==> config.mk <==
export PLATFORM = sky130hd
export DESIGN_NAME = tg_cfg_shadow
export DESIGN_NICKNAME = d
export VERILOG_FILES = /design/src/rtl/tg_cfg_shadow.sv
export SDC_FILE = /design/constraint.sdc
export NUM_CORES = 1
export LEC_CHECK = 0
export ABC_CLOCK_PERIOD_IN_PS = 2000
export BUFFER_PORTS_ARGS = -buffer_cell sky130_fd_sc_hd__buf_4
export CORE_MARGIN = 5
export CORE_UTILIZATION = 54
export DETAILED_ROUTE_END_ITERATION = 7
export GPL_TIMING_DRIVEN = 0
export PLACE_DENSITY_LB_ADDON = 0.08
export SYNTH_ARGS = -nofsm -noshare
export SYNTH_HDL_FRONTEND = slang
export SYNTH_SLANG_ARGS = --single-unit
==> constraint.sdc <==
create_clock -name clk -period 2 [get_ports clk]
set_input_delay 0.4 -clock clk [delete_from_list [all_inputs] [get_ports clk]]
set_output_delay 0.4 -clock clk [all_outputs]
set_load 0.05 [all_outputs]
==> src/rtl/tg_cfg_shadow.sv <==
// rtl/tg_cfg_shadow.sv - double-buffered timing-generator parameter stage
//
// Shadow bank of three 4-bit timing parameters, written by the control side
// and copied to the active outputs only at a generator frame boundary, or by
// a watchdog when no frame boundary arrives in time.
//
// Optional feature macro: TG_CFG_RANGE_CHECK_EN (reject zero-valued writes).
//
// Parameters:
//   DEF1/DEF2/DEF3  reset/default values of B_test1/B_test2/B_test3
//   TIMEOUT_CYC     cycles spent waiting for frame_sync before a forced apply (>= 2)
// Ports:
//   clk, rst_n          clock, asynchronous active-low reset
//   wr_en/wr_addr/wr_data  shadow write (addr 0..2 legal, 3 rejected)
//   commit              request shadow -> active transfer
//   frame_sync          frame boundary pulse from the timing generator
//   clr_sts             clear sticky cfg_tmo
//   B_test1..B_test3    active parameters
//   cfg_pend            transfer pending
//   cfg_upd             one-cycle pulse after active registers load
//   wr_nack             one-cycle pulse for a rejected write
//   cfg_tmo             sticky: an apply was forced by the watchdog
module tg_cfg_shadow #(
    parameter logic [3:0] DEF1        = 4'd5,
    parameter logic [3:0] DEF2        = 4'd7,
    parameter logic [3:0] DEF3        = 4'd9,
    parameter int         TIMEOUT_CYC = 255
) (
    input  logic       clk,
    input  logic       rst_n,
    input  logic       wr_en,
    input  logic [1:0] wr_addr,
    input  logic [3:0] wr_data,
    input  logic       commit,
    input  logic       frame_sync,
    input  logic       clr_sts,
    output logic [3:0] B_test1,
    output logic [3:0] B_test2,
    output logic [3:0] B_test3,
    output logic       cfg_pend,
    output logic       cfg_upd,
    output logic       wr_nack,
    output logic       cfg_tmo
);

    localparam int            CW   = $clog2(TIMEOUT_CYC);
    localparam logic [CW-1:0] TERM = CW'(TIMEOUT_CYC - 1);
    localparam logic [CW-1:0] ONE  = CW'(1);

    typedef enum logic [1:0] {
        S_IDLE  = 2'd0,
        S_PEND  = 2'd1,
        S_APPLY = 2'd2
    } state_t;

    state_t        r_state;
    state_t        w_state_nxt;
    logic [CW-1:0] r_cnt;
    logic [CW-1:0] w_cnt_nxt;

    logic [3:0] r_shd1, r_shd2, r_shd3;
    logic [3:0] r_act1, r_act2, r_act3;
    logic       r_upd, r_nack, r_tmo;

    logic w_data_ok;
    logic w_wr_accept;
    logic w_wr_reject;
    logic w_term;
    logic w_timeout;

`ifdef TG_CFG_RANGE_CHECK_EN
    // A zero-length timing field would stall the generator, so refuse it.
    assign w_data_ok = (wr_data != 4'd0);
`else
    assign w_data_ok = 1'b1;
`endif

    assign w_wr_accept = wr_en && (r_state == S_IDLE) && (wr_addr != 2'd3) && w_data_ok;
    assign w_wr_reject = wr_en && !w_wr_accept;
    assign w_term      = (r_cnt == TERM);
    // frame_sync on the terminal-count cycle is a normal apply, not a timeout.
    assign w_timeout   = (r_state == S_PEND) && !frame_sync && w_term;

    always_comb begin
        w_state_nxt = r_state;
        w_cnt_nxt   = r_cnt;
        case (r_state)
            S_IDLE: begin
                if (commit) begin
                    w_state_nxt = S_PEND;
                    w_cnt_nxt   = '0;
                end
            end
            S_PEND: begin
                if (frame_sync || w_term) begin
                    w_state_nxt = S_APPLY;
                end else begin
                    w_cnt_nxt = r_cnt + ONE;
                end
            end
            S_APPLY: begin
                w_state_nxt = S_IDLE;
            end
            default: begin
                w_state_nxt = S_IDLE;
            end
        endcase
    end

    always_ff @(posedge clk or negedge rst_n) begin
        if (!rst_n) begin
            r_state <= S_IDLE;
            r_cnt   <= '0;
        end else begin
            r_state <= w_state_nxt;
            r_cnt   <= w_cnt_nxt;
        end
    end

    // Shadow bank: only IDLE writes land, so a commit's snapshot is frozen
    // from the commit edge onward (a same-cycle write is included).
    always_ff @(posedge clk or negedge rst_n) begin
        if (!rst_n) begin
            r_shd1 <= DEF1;
            r_shd2 <= DEF2;
            r_shd3 <= DEF3;
        end else if (w_wr_accept) begin
            case (wr_addr)
                2'd0:    r_shd1 <= wr_data;
                2'd1:    r_shd2 <= wr_data;
                2'd2:    r_shd3 <= wr_data;
                default: ;
            endcase
        end
    end

    always_ff @(posedge clk or negedge rst_n) begin
        if (!rst_n) begin
            r_act1 <= DEF1;
            r_act2 <= DEF2;
            r_act3 <= DEF3;
        end else if (r_state == S_APPLY) begin
            r_act1 <= r_shd1;
            r_act2 <= r_shd2;
            r_act3 <= r_shd3;
        end
    end

    always_ff @(posedge clk or negedge rst_n) begin
        if (!rst_n) begin
            r_upd  <= 1'b0;
            r_nack <= 1'b0;
            r_tmo  <= 1'b0;
        end else begin
            r_upd  <= (r_state == S_APPLY);
            r_nack <= w_wr_reject;
            // Set has priority over a same-cycle clear.
            if (w_timeout) begin
                r_tmo <= 1'b1;
            end else if (clr_sts) begin
                r_tmo <= 1'b0;
            end
        end
    end

    assign B_test1  = r_act1;
    assign B_test2  = r_act2;
    assign B_test3  = r_act3;
    assign cfg_pend = (r_state == S_PEND);
    assign cfg_upd  = r_upd;
    assign wr_nack  = r_nack;
    assign cfg_tmo  = r_tmo;

endmodule
Word-level counts from Yosys, hierarchy flattened
Index checks and enable logic that the tools add are counted.
W data, S select, Z words.
{"block": "word_totals", "ff_bits": 37, "output_inout_bits": 16}
{"block": "classes", "addsub": 1, "eq_ne": 9, "muxes": 8, "n_reduce_logical": 17}
{"operator": "$mux W8", "n": 2}
{"operator": "$pmux W8 S2", "n": 1}
{"operator": "$add A8 B1 Y8 const B", "n": 1}
{"operator": "$eq A8 B8 Y1 const B", "n": 1}
{"operator": "$reduce_and A2 Y1", "n": 4}
{"operator": "$ne A2 B2 Y1 const B", "n": 3}
{"operator": "$logic_and A1 B1 Y1", "n": 5}
{"operator": "$eq A2 B1 Y1 const B", "n": 2}
{"operator": "$eq A2 B2 Y1 const B", "n": 2}
{"operator": "$logic_not A2 Y1", "n": 2}
{"operator": "$mux W2", "n": 2}
{"operator": "$pmux W2 S2", "n": 1}
{"operator": "$reduce_bool A2 Y1", "n": 2}
{"operator": "$reduce_and A3 Y1", "n": 1}
{"operator": "$logic_not A1 Y1", "n": 2}
{"operator": "$mux W1", "n": 2}
{"operator": "$ne A2 B1 Y1 const B", "n": 1}
{"operator": "$logic_or A1 B1 Y1", "n": 1}

Longest topological paths before layout
Gate-level depths: netlist of the first run.
{"block": "depth", "word_depth": 5, "ltp_mapped": 7, "mapped_depth_nobuf": 6}

Worst setup path before layout of the first run
Ideal clock, no wire load.
{"block": "synth_path", "kind": "flip-flop to flip-flop", "start": "reg r_cnt[0]", "end": "reg r_cnt[7]", "t_arrival_ns": 1.513, "required_ns": 1.871, "path_slack_ns": 0.358, "stages_incl_launch_ff": 8, "cell_sequence": "dfrtp_1 inv_1 ha_1 and3_2 a211oi_4 nand2b_1 buf_6 o221ai_2"}
{"block": "synth_via", "elab_chain_len": 4, "word_cells_on_any_way": 7, "cone_classes": "add/sub (1); eq/ne (2); mux (2); reduce/logical (2)"}
{"element": "start, declared", "line_no": "58", "source": "logic [CW-1:0] r_cnt;"}
{"element": "start signal, assigned", "line_no": "116", "source": "r_cnt <= w_cnt_nxt;"}
{"element": "branches (longest 4 deep; another with $add A8 B1 Y8)"}
Several ways; the timed one is not identified. The select of a mux whose other input is x is not followed.
A chain may end at the register's enable or synchronous reset.

Worst setup path in the final report of the first run
{"block": "layout_path", "start": "reg r_cnt[0]", "end": "reg r_cnt[6]"}
Same word-level chain as after synthesis.

==> impl_metrics.csv, run 1 <==
group,metric,value,unit
timing,tightest_slew,426.2,ps
logic_synthesis,ys_seq_area_share,59.75,%
clock_tree,htree_levels,2,
timing,fin_crit_sh,92.66,%
timing,hold_violations,11,
run_status,status,"finished with violations",
logic_synthesis,synth.cell_area,1579,sq um
logic_synthesis,synth_top_area_share,36.45,%
power_and_ir_drop,p_seq_share,44.0,%
floorplanning,ios,28,
setup_path,required,2210,ps
floorplanning,die_y,64.08,um
drt,ant_nets,0,
clock_tree,clk-insertion-delay-late,330,ps
floorplanning,chipWidth,64.08,um
floorplanning,start_util,56.77,%
clock_tree,post_cts_buffers,0,
logic_synthesis,synth_cells,117,
timing,relSlewSlack,71.59,%
drt,vias_per_cell,5.508,
timing,period_needed,1853,ps
drt,drt-total-wl,2764,um
clock_tree,root_buffer,"clkbuf_4",
floorplanning,dieArea,4106,sq um
layout,final_util,67.97,%
setup_path,cp-start-kind,"flop",
logic_synthesis,ys_async_sr_fraction,100.0,%
floorplanning,core,2781,sq um
layout,fin_area,1891,sq um
power_and_ir_drop,p_sw_share,39.23,%
drt,remaining_drc_errors,0,
layout,diodes,0,
setup_path,critPathLaunch,"r_cnt[0]$_DFFE_PN0P_",
clock_tree,cts-resized-gates,0,
place,port-buffer-count,27,
clock_tree,clk_pin_slew,110,ps
layout,nNetsFinal,165,
global_routing,grt_pass1_wl,4705,um
place,dp_hpwl,2034,um
drt,wl_per_cell,15.10,um
setup_path,cp_data_arrival_time,2060,ps
setup_path,endpoint_kind,"flop",
timing,max_freq,539.6,MHz
power_and_ir_drop,combinationalPowerShare,40.9,%
clock_tree,numCtsBuffers,5,
setup_path,worstSetupPathType,"flop to flop",
clock_tree,cts_hold_buf,0,
power_and_ir_drop,peakVddDrop,0.001328,V
global_routing,first_global_vias,1031,
power_and_ir_drop,clockPowerShare,15.1,%
logic_synthesis,synth_commonest_cells,"mux2_2 (24), dfrtp_1 (23), dfstp_2 (14), nand2_1 (8), a21oi_1 (7)",
clock_tree,cts.path.max_buffers,2,
logic_synthesis,yosys-top-cells-area,"dfrtp_1 (36%), dfstp_2 (23%), mux2_2 (17%)",
power_and_ir_drop,finalPower,2.928,mW
logic_synthesis,ys_ff_latch,37,
setup_path,reg2reg_slack,150,ps
floorplanning,rows,19,
logic_synthesis,post-synth-top-count-cell,"mux2_2",
timing,setup_tns,0,ps
timing,whs,-9.739,ps
run_status,violations,"hold timing",
logic_synthesis,synth-edff-count,0,
power_and_ir_drop,p_sw,1.148,mW
hold_path,hold_class,"input pin to async pin",
setup_path,r2r-start,"r_cnt[0]$_DFFE_PN0P_",
timing,slew_violations,0,
timing,finClkSkew,10.12,ps
global_routing,antenna_found_initial,0,
logic_synthesis,synth_nets,131,
drt,dr.pass1.iters,4,
drt,drt-initial-drc-count,56,
logic_synthesis,yosysTopAreaCell,"dfrtp_1",
timing,setup-violations-final,0,
power_and_ir_drop,p_leak,0.8601,nW
clock_tree,cts_tree,"done",
global_routing,grt_max_degree,38,
power_and_ir_drop,p_int,1.779,mW
timing,rsz0062_at_grt,"no",
place,place_area,1821,sq um
logic_synthesis,yosysWarnings,0,
clock_tree,cts.sinks,37,
layout,final_cells,183,
power_and_ir_drop,power_density,1549,nW/um^2
setup_path,critical_path.max_fanout,9,
logic_synthesis,avgSynthCellArea,13.50,sq um
run,maxCapViolCount,0,
place,placedCellCount,175,
global_routing,grt_use_total,14.72,%
drt,vias,1008,
place,place.gp.congestion,0.8307,
logic_synthesis,synth-main-ff-cell,"dfrtp_1",
timing,setup_slack,146.9,ps
global_routing,grt-ovfl-total,0,
logic_synthesis,synth_cell_type_count,27,
layout,drive_gt1_share,53.95,%
place,place_ws,174.1,ps
layout,fillCellCount,206,
layout,area_delta_synth_final,19.73,%
==> cell type report <==
cell class | count | area [sq um] | area share, %
clock inverters | 1 | 5.005 | 0.2647
clock buffers | 7 | 65.06 | 3.441
inverters | 6 | 22.52 | 1.191
multi-input cells | 71 | 593.1 | 31.37
repair buffers | 27 | 202.7 | 10.72
flip-flops and latches | 37 | 943.4 | 49.90
well taps | 31 | 38.79 | 2.052
plain buffers | 3 | 20.02 | 1.059
==> state kept, by name (all words and copies together) (netlist names) <==
signal	cells
B_test2	4
cfg_upd	1
B_test1	4
wr_nack	1
r_shd2	4
cfg_tmo	1
B_test3	4
r_shd3	4
r_state	2
r_cnt	8
r_shd1	4
==> critical path: stages, from the launching register on <==
cell and delay, ps:
dfrtp_1 420, inv_1 70, ha_1 200, and3_2 230, a211oi_4 410, nand2b_1 180, buf_6 130, a31oi_1 90
==> cells by family after synthesis <==
group,after synthesis,synth area share (%)
muxes,25,17.75
buffers and inverters,9,2.693
and+or+nand+nor,24,8.875
adders and majority gates,2,1.585
AOI/OAI and AO/OA,20,9.350
DFF,37,59.75
==> power by group through the flow <==
stage	clock [mW]	sequential [mW]	combinational, mW
floorplan	0	1.73	0.417
global placement	0	1.28	1.18
detailed placement	0	1.30	1.21
CTS	0.448	1.29	1.21
finish	0.442	1.29	1.20
global route	0.492	1.33	1.27
==> layout by cell type (no fill, tap or decap), types with 2 or more instances in the layout <==
master and n:
ha_1 2, o21a_1 2, mux2_2 24, clkbuf_8 2, a31oi_1 3, nand3_1 3
inv_1 6, nand4b_1 2, dfrtp_1 23, nand2_1 8, nand2b_1 3, nor2_1 2
a41oi_1 2, clkbuf_4 5, and3_2 3, o21ai_0 2, a21oi_1 7, dfstp_2 14
buf_4 27
==> metal layers <==
metal  vias to the layer above  wire (um)  global-route usage, %
li1                        487          -                      -
met5                         -          0                      0
met1                       492       1265                  19.63
met4                         0         29                  6.234
met3                         3        185                  4.553
met2                        26       1283                  22.24
==> path summary, 6_finish.rpt <==
check,endpoint,depth (start not counted)
worst max-delay path,r_cnt[6]$_DFFE_PN0P_,7
worst min register to register,B_test1[3]$_DFFE_PN0P_,1
min in group clk,cfg_tmo$_DFFE_PN0P_,2
max in group asynchronous,B_test3[3]$_DFFE_PN1P_,1
worst max register to register,r_cnt[6]$_DFFE_PN0P_,7
worst min-delay path,r_state[1]$_DFFE_PN0P_,1
Note: power is estimated with default switching activity, not from simulation.
==> inputs of run 2 (changes only) <==
- ABC_CLOCK_PERIOD_IN_PS: 2000 -> 1600
- BUFFER_PORTS_ARGS: -buffer_cell sky130_fd_sc_hd__buf_4 -> -buffer_cell sky130_fd_sc_hd__buf_2
- CORE_UTILIZATION: 54 -> 45
- clock period: 2 -> 1.6 ns (I/O delays scaled with it)
==> run 2 against run 1 <==
- the run now ends clean
- via count rose by 3.7%
- sequential cell count did not move
- global-route usage fell by 0.85 points
- critical path type is now flop to output pin
==> impl_metrics.csv, run 2 (same netlist as run 1, synthesis figures left out) <==
group,metric,value,unit
run_status,status,"complete, no violations",
setup_path,required,1280,ps
drt,vias_per_cell,5.123,
layout,layout_common_cells,"buf_2 (27), mux2_2 (24), dfrtp_1 (23), dfstp_2 (14), nand2_1 (8)",
clock_tree,root_buffer,"clkbuf_4",
global_routing,antenna_found_initial,0,
power_and_ir_drop,peakVddDrop,0.0007072,V
clock_tree,numCtsBuffers,5,
floorplanning,dieArea,4793,sq um
setup_path,cp-start-kind,"flop",
clock_tree,clk-insertion-delay-late,340,ps
drt,vias,1045,
floorplanning,chipWidth,69.24,um
layout,fin_area,1941,sq um
clock_tree,cts.sinks,37,
timing,finClkSkew,12.84,ps
clock_tree,clk_pin_slew,110,ps
setup_path,r2r-start,"r_cnt[0]$_DFFE_PN0P_",
drt,dr.pass1.iters,4,
hold_path,hold_class,"input pin to async pin",
timing,tightest_slew,810.1,ps
place,place.gp.congestion,0.7874,
layout,final_common_cell,"buf_2",
floorplanning,rows,21,
layout,drive_gt1_share,58.86,%
timing,hold_violations,0,
run,maxCapViolCount,0,
place,dp_hpwl,2116,um
clock_tree,htree_levels,2,
place,place_area,1783,sq um
timing,setup-violations-final,0,
drt,wl_per_cell,14.34,um
floorplanning,ios,28,
layout,area_delta_synth_final,22.90,%
place,port-buffer-count,27,
floorplanning,die_y,69.24,um
floorplanning,start_util,46.95,%
clock_tree,cts_tree,"done",
global_routing,grt_use_total,13.88,%
clock_tree,cts_hold_buf,0,
setup_path,r2r-end,"r_cnt[6]$_DFFE_PN0P_",
layout,top_register,"r_cnt",
floorplanning,core,3363,sq um
timing,setup_slack,85.54,ps
timing,max_freq,660.3,MHz
setup_path,endpoint_kind,"output pin",
layout,final_cells,204,
drt,drt-initial-drc-count,50,
global_routing,grt_pass1_wl,5299,um
drt,ant_nets,0,
layout,diodes,0,
layout,largest_register_ffs,8,
timing,slew_violations,0,
timing,fin_crit_sh,94.65,%
place,placedCellCount,190,
global_routing,grt_max_degree,38,
clock_tree,cts.path.max_buffers,2,
power_and_ir_drop,p_leak,0.8801,nW
timing,relSlewSlack,45.99,%
drt,remaining_drc_errors,0,
power_and_ir_drop,power_density,1911,nW/um^2
global_routing,first_global_vias,1123,
timing,period_needed,1514,ps
drt,drt-total-wl,2926,um
setup_path,reg2regPathDepth,7,
setup_path,reg2reg_slack,110,ps
setup_path,worstSetupPathType,"flop to output pin",
layout,nNetsFinal,171,
place,place_ws,-224.7,ps
setup_path,critical_path.max_fanout,6,
setup_path,cp_data_arrival_time,1190,ps
global_routing,grt-ovfl-total,0,
## run 2: changes by cell type in the layout (fill, tap and decap cells not counted), sizes merged
cell,change
buf,+6
bufinv,+1
clkbuf,-1
## run 2: area by class of cell
cell class | instances | area, sq um
clock inverters | 2 | 35.03
plain buffers | 2 | 8.758
inverters | 6 | 22.52
repair buffers | 34 | 201.4
fillers | 297 | 1423
flip-flops and latches | 37 | 943.4
clock buffers | 6 | 41.29
multi-input cells | 71 | 630.6
well taps | 46 | 57.56
## run 2: metrics by stage
step | utilization [%] | setup TNS [ps] | power, mW | hold WS, ps
finish | 57.70 | 0 | 3.708 | 63.29
global route | 57.70 | -19.01 | 3.943 | 84.23
CTS | 56.55 | 0 | 3.722 | 59.48
detailed placement | 53.01 | -1566 | 3.036 | 457.2
global placement | 53.01 | -1026 | 2.979 | 441.6
floorplan | - | 0 | 2.695 | 24.41
## run 2: worst max-delay path by stage
stage,start,to,cells after the start
2_1_floorplan,r_cnt[0]$_DFFE_PN0P_,r_cnt[7]$_DFFE_PN0P_,7
3_3_place_gp,r_cnt[0]$_DFFE_PN0P_,r_cnt[7]$_DFFE_PN0P_,7
3_5_place_dp,r_cnt[0]$_DFFE_PN0P_,r_cnt[7]$_DFFE_PN0P_,7
4_1_cts,r_cnt[0]$_DFFE_PN0P_,r_cnt[5]$_DFFE_PN0P_,7
5_1_grt,r_cnt[3]$_DFFE_PN0P_,r_cnt[5]$_DFFE_PN0P_,5
6_report,r_state[1]$_DFFE_PN0P_,cfg_pend,3
## run 2: critical path, stage by stage, from the launching register on
cell and delay (ps):
dfrtp_1 410, nand2b_4 190, inv_2 110, buf_8 150
## run 2: layer usage
layer | global-route usage, % | part of all wire (%) | up-vias
met5 | 0 | 0 | -
met4 | 7.809 | 2.5 | 0
met3 | 3.913 | 5.0 | 7
met2 | 23.62 | 50 | 30
met1 | 15.49 | 42 | 509
li1 | - | - | 499
## run 2: power breakdown
part	internal, mW	switching, mW	leakage, nW
clock	0.328	0.294	0.0422
sequential	1.40	0.182	0.442
combinational	0.534	0.968	0.396
total	2.26	1.44	0.880
## run 2: what timing repair did
| item | 4_1_cts | 5_1_grt |
|---|---|---|
| endpoints found under the setup margin | 10 | 8 |
| pin swaps | 1 | 2 |
| gates resized for setup | 7 | 4 |
| buffers inserted | 4 | 3 |
==> inputs of run 3 (changes only) <==
- CORE_UTILIZATION: 45 -> 49
==> run 3 against run 2 <==
- largest power group unchanged
- combinational power is essentially flat
- global-route usage grew 1.6 points
- final cell count shrank 2.0%
- first-iteration DRC count shrank 44%
- via count grew 0.67%
- critical endpoint is now r_cnt[5]$_DFFE_PN0P_
- hold slack lost 11 ps
- sequential cell count is the same
- critical path type is now flop to flop
- clock power shrank 26%
- register-to-register slack lost 40 ps
- count of clock-buffer cells in the layout is the same
- sequential power is essentially flat
- wire length grew 1.8%
==> impl_metrics.csv, run 3 (same netlist as run 1, synthesis figures left out) <==
group,metric,value,unit
timing,hold_violations,0,
setup_path,cpMaxStageDelayCell,"dfrtp_1",
timing,relSlewSlack,47.75,%
setup_path,required,1860,ps
timing,max_freq,652.7,MHz
layout,layout_common_cells,"buf_2 (27), mux2_2 (24), dfrtp_1 (23), dfstp_2 (14), nand2_1 (8)",
floorplanning,ios,28,
clock_tree,clk-insertion-delay-late,340,ps
power_and_ir_drop,peakVddDrop,0.001247,V
setup_path,r2r-end,"r_cnt[5]$_DFFE_PN0P_",
timing,setup-violations-final,0,
hold_path,hold_class,"input pin to async pin",
setup_path,cp-start-kind,"flop",
clock_tree,cts.sinks,37,
place,dp_hpwl,2139,um
global_routing,grt_max_degree,38,
layout,diodes,0,
setup_path,cp_data_arrival_time,1790,ps
clock_tree,cts_tree,"done",
setup_path,crit_path_end,"r_cnt[5]$_DFFE_PN0P_",
layout,largest_register_ffs,8,
setup_path,critical_path.max_fanout,7,
drt,vias,1052,
place,place_ws,-217.2,ps
floorplanning,die_y,66.77,um
clock_tree,numCtsBuffers,5,
place,place.gp.congestion,0.8241,
setup_path,max_stage_delay,420,ps
place,port-buffer-count,27,
clock_tree,htree_levels,2,
timing,tightest_slew,783.8,ps
layout,final_common_cell,"buf_2",
layout,multi_input_area,638.1,sq um
layout,final_util,61.91,%
clock_tree,clk_pin_slew,100,ps
setup_path,reg2reg_slack,70,ps
timing,rsz0062_at_grt,"yes",
run_status,status,"complete, no violations",
layout,register_area,943.4,sq um
run,maxCapViolCount,0,
global_routing,antenna_found_initial,0,
global_routing,grt-ovfl-total,0,
drt,drt-initial-drc-count,28,
power_and_ir_drop,power_density,1860,nW/um^2
drt,remaining_drc_errors,0,
timing,fin_crit_sh,95.76,%
drt,dr.pass1.iters,4,
floorplanning,dieArea,4458,sq um
global_routing,first_global_vias,1097,
layout,fillCellCount,270,
setup_path,critPathLaunch,"r_cnt[1]$_DFFE_PN0P_",
setup_path,crit_chain,"ha_2, and3_4, a211oi_4, buf_6, a41oi_2, a31oi_1",
clock_tree,root_buffer,"clkbuf_4",
clock_tree,cts_hold_buf,0,
power_and_ir_drop,finalPower,3.544,mW
timing,period_needed,1532,ps
floorplanning,core,3078,sq um
layout,drive_gt1_share,58.97,%
drt,ant_nets,0,
global_routing,grt_pass1_wl,5050,um
drt,vias_per_cell,5.260,
layout,nNetsFinal,169,
floorplanning,start_util,51.30,%
layout,top_register,"r_cnt",
floorplanning,rows,20,
setup_path,worstSetupPathType,"flop to flop",
timing,finClkSkew,7.926,ps
setup_path,crit_cells,6,
power_and_ir_drop,p_leak,0.8591,nW
setup_path,endpoint_kind,"flop",
clock_tree,cts.path.max_buffers,2,
layout,area_delta_synth_final,20.68,%
floorplanning,chipWidth,66.77,um
setup_path,path_buf_inv,1,
drt,wl_per_cell,14.90,um
timing,slew_violations,0,
setup_path,path_delay_family,"compound AO/OA/AOI/OAI gates",
setup_path,reg2regPathDepth,6,
setup_path,r2r-start,"r_cnt[1]$_DFFE_PN0P_",
global_routing,grt_use_total,15.49,%
drt,drt-total-wl,2980,um
timing,setup_slack,67.82,ps
==> run 3: worst reg2reg max path: stages, from the launching register on <==
cell and delay (ps):
dfrtp_1 420, ha_2 180, and3_4 180, a211oi_4 230, buf_6 170, a41oi_2 120
a31oi_1 170
==> run 3: timing repair <==
action	in CTS	in global routing
buffers inserted	3	1
pin swaps	1	1
gates resized for setup	7	4
endpoints found under the setup margin	14	8
==> run 3: area by class of cell <==
class                           instances  share of cell area (%)
Buffer                                  3                   1.051
Clock buffer                            6                   2.167
Clock inverter                          2                  0.5253
Inverter                                6                   1.182
Multi-Input combinational cell         71                   33.49
Sequential cell                        37                   49.51
Tap cell                               44                   2.889
Timing Repair Buffer                   31                   9.192
==> run 3: how the worst min path moves through the flow <==
stage,to,startpoint
after floorplan,B_test1[1]$_DFFE_PN0P_,rst_n
after global routing,r_shd3[1]$_DFFE_PN0P_,rst_n
final,cfg_tmo$_DFFE_PN0P_,rst_n
after detailed placement,cfg_tmo$_DFFE_PN0P_,rst_n
after global placement,cfg_tmo$_DFFE_PN0P_,rst_n
after CTS,r_cnt[5]$_DFFE_PN0P_,rst_n
==> run 3: power breakdown <==
part / switching, mW / total (mW) / internal [mW]
Combinational: 0.964 / 1.48 / 0.518
Clock: 0.296 / 0.463 / 0.167
Sequential: 0.194 / 1.60 / 1.40
Total: 1.45 / 3.54 / 2.09
==> run 3: through the flow <==
stage | instances | cell area (sq um) | setup TNS [ps] | hold slack [ps]
6_report | 200 | 1906 | 0 | 51.80
3_5_place_dp | 188 | 1780 | -1557 | 447.0
5_1_grt | 200 | 1906 | -65.34 | 107.6
2_1_floorplan | 117 | 1590 | 0 | 24.41
3_3_place_gp | 188 | 1780 | -1029 | 436.6
4_1_cts | 199 | 1874 | 0 | 74.01
==> run 3: routing by layer <==
metal | track usage (%) | part of all wire [%] | vias up
met5 | 0 | 0 | -
met4 | 5.330 | 1.3 | 0
met3 | 5.902 | 5.8 | 5
met2 | 22.90 | 48 | 26
met1 | 20.74 | 45 | 526
li1 | - | - | 495
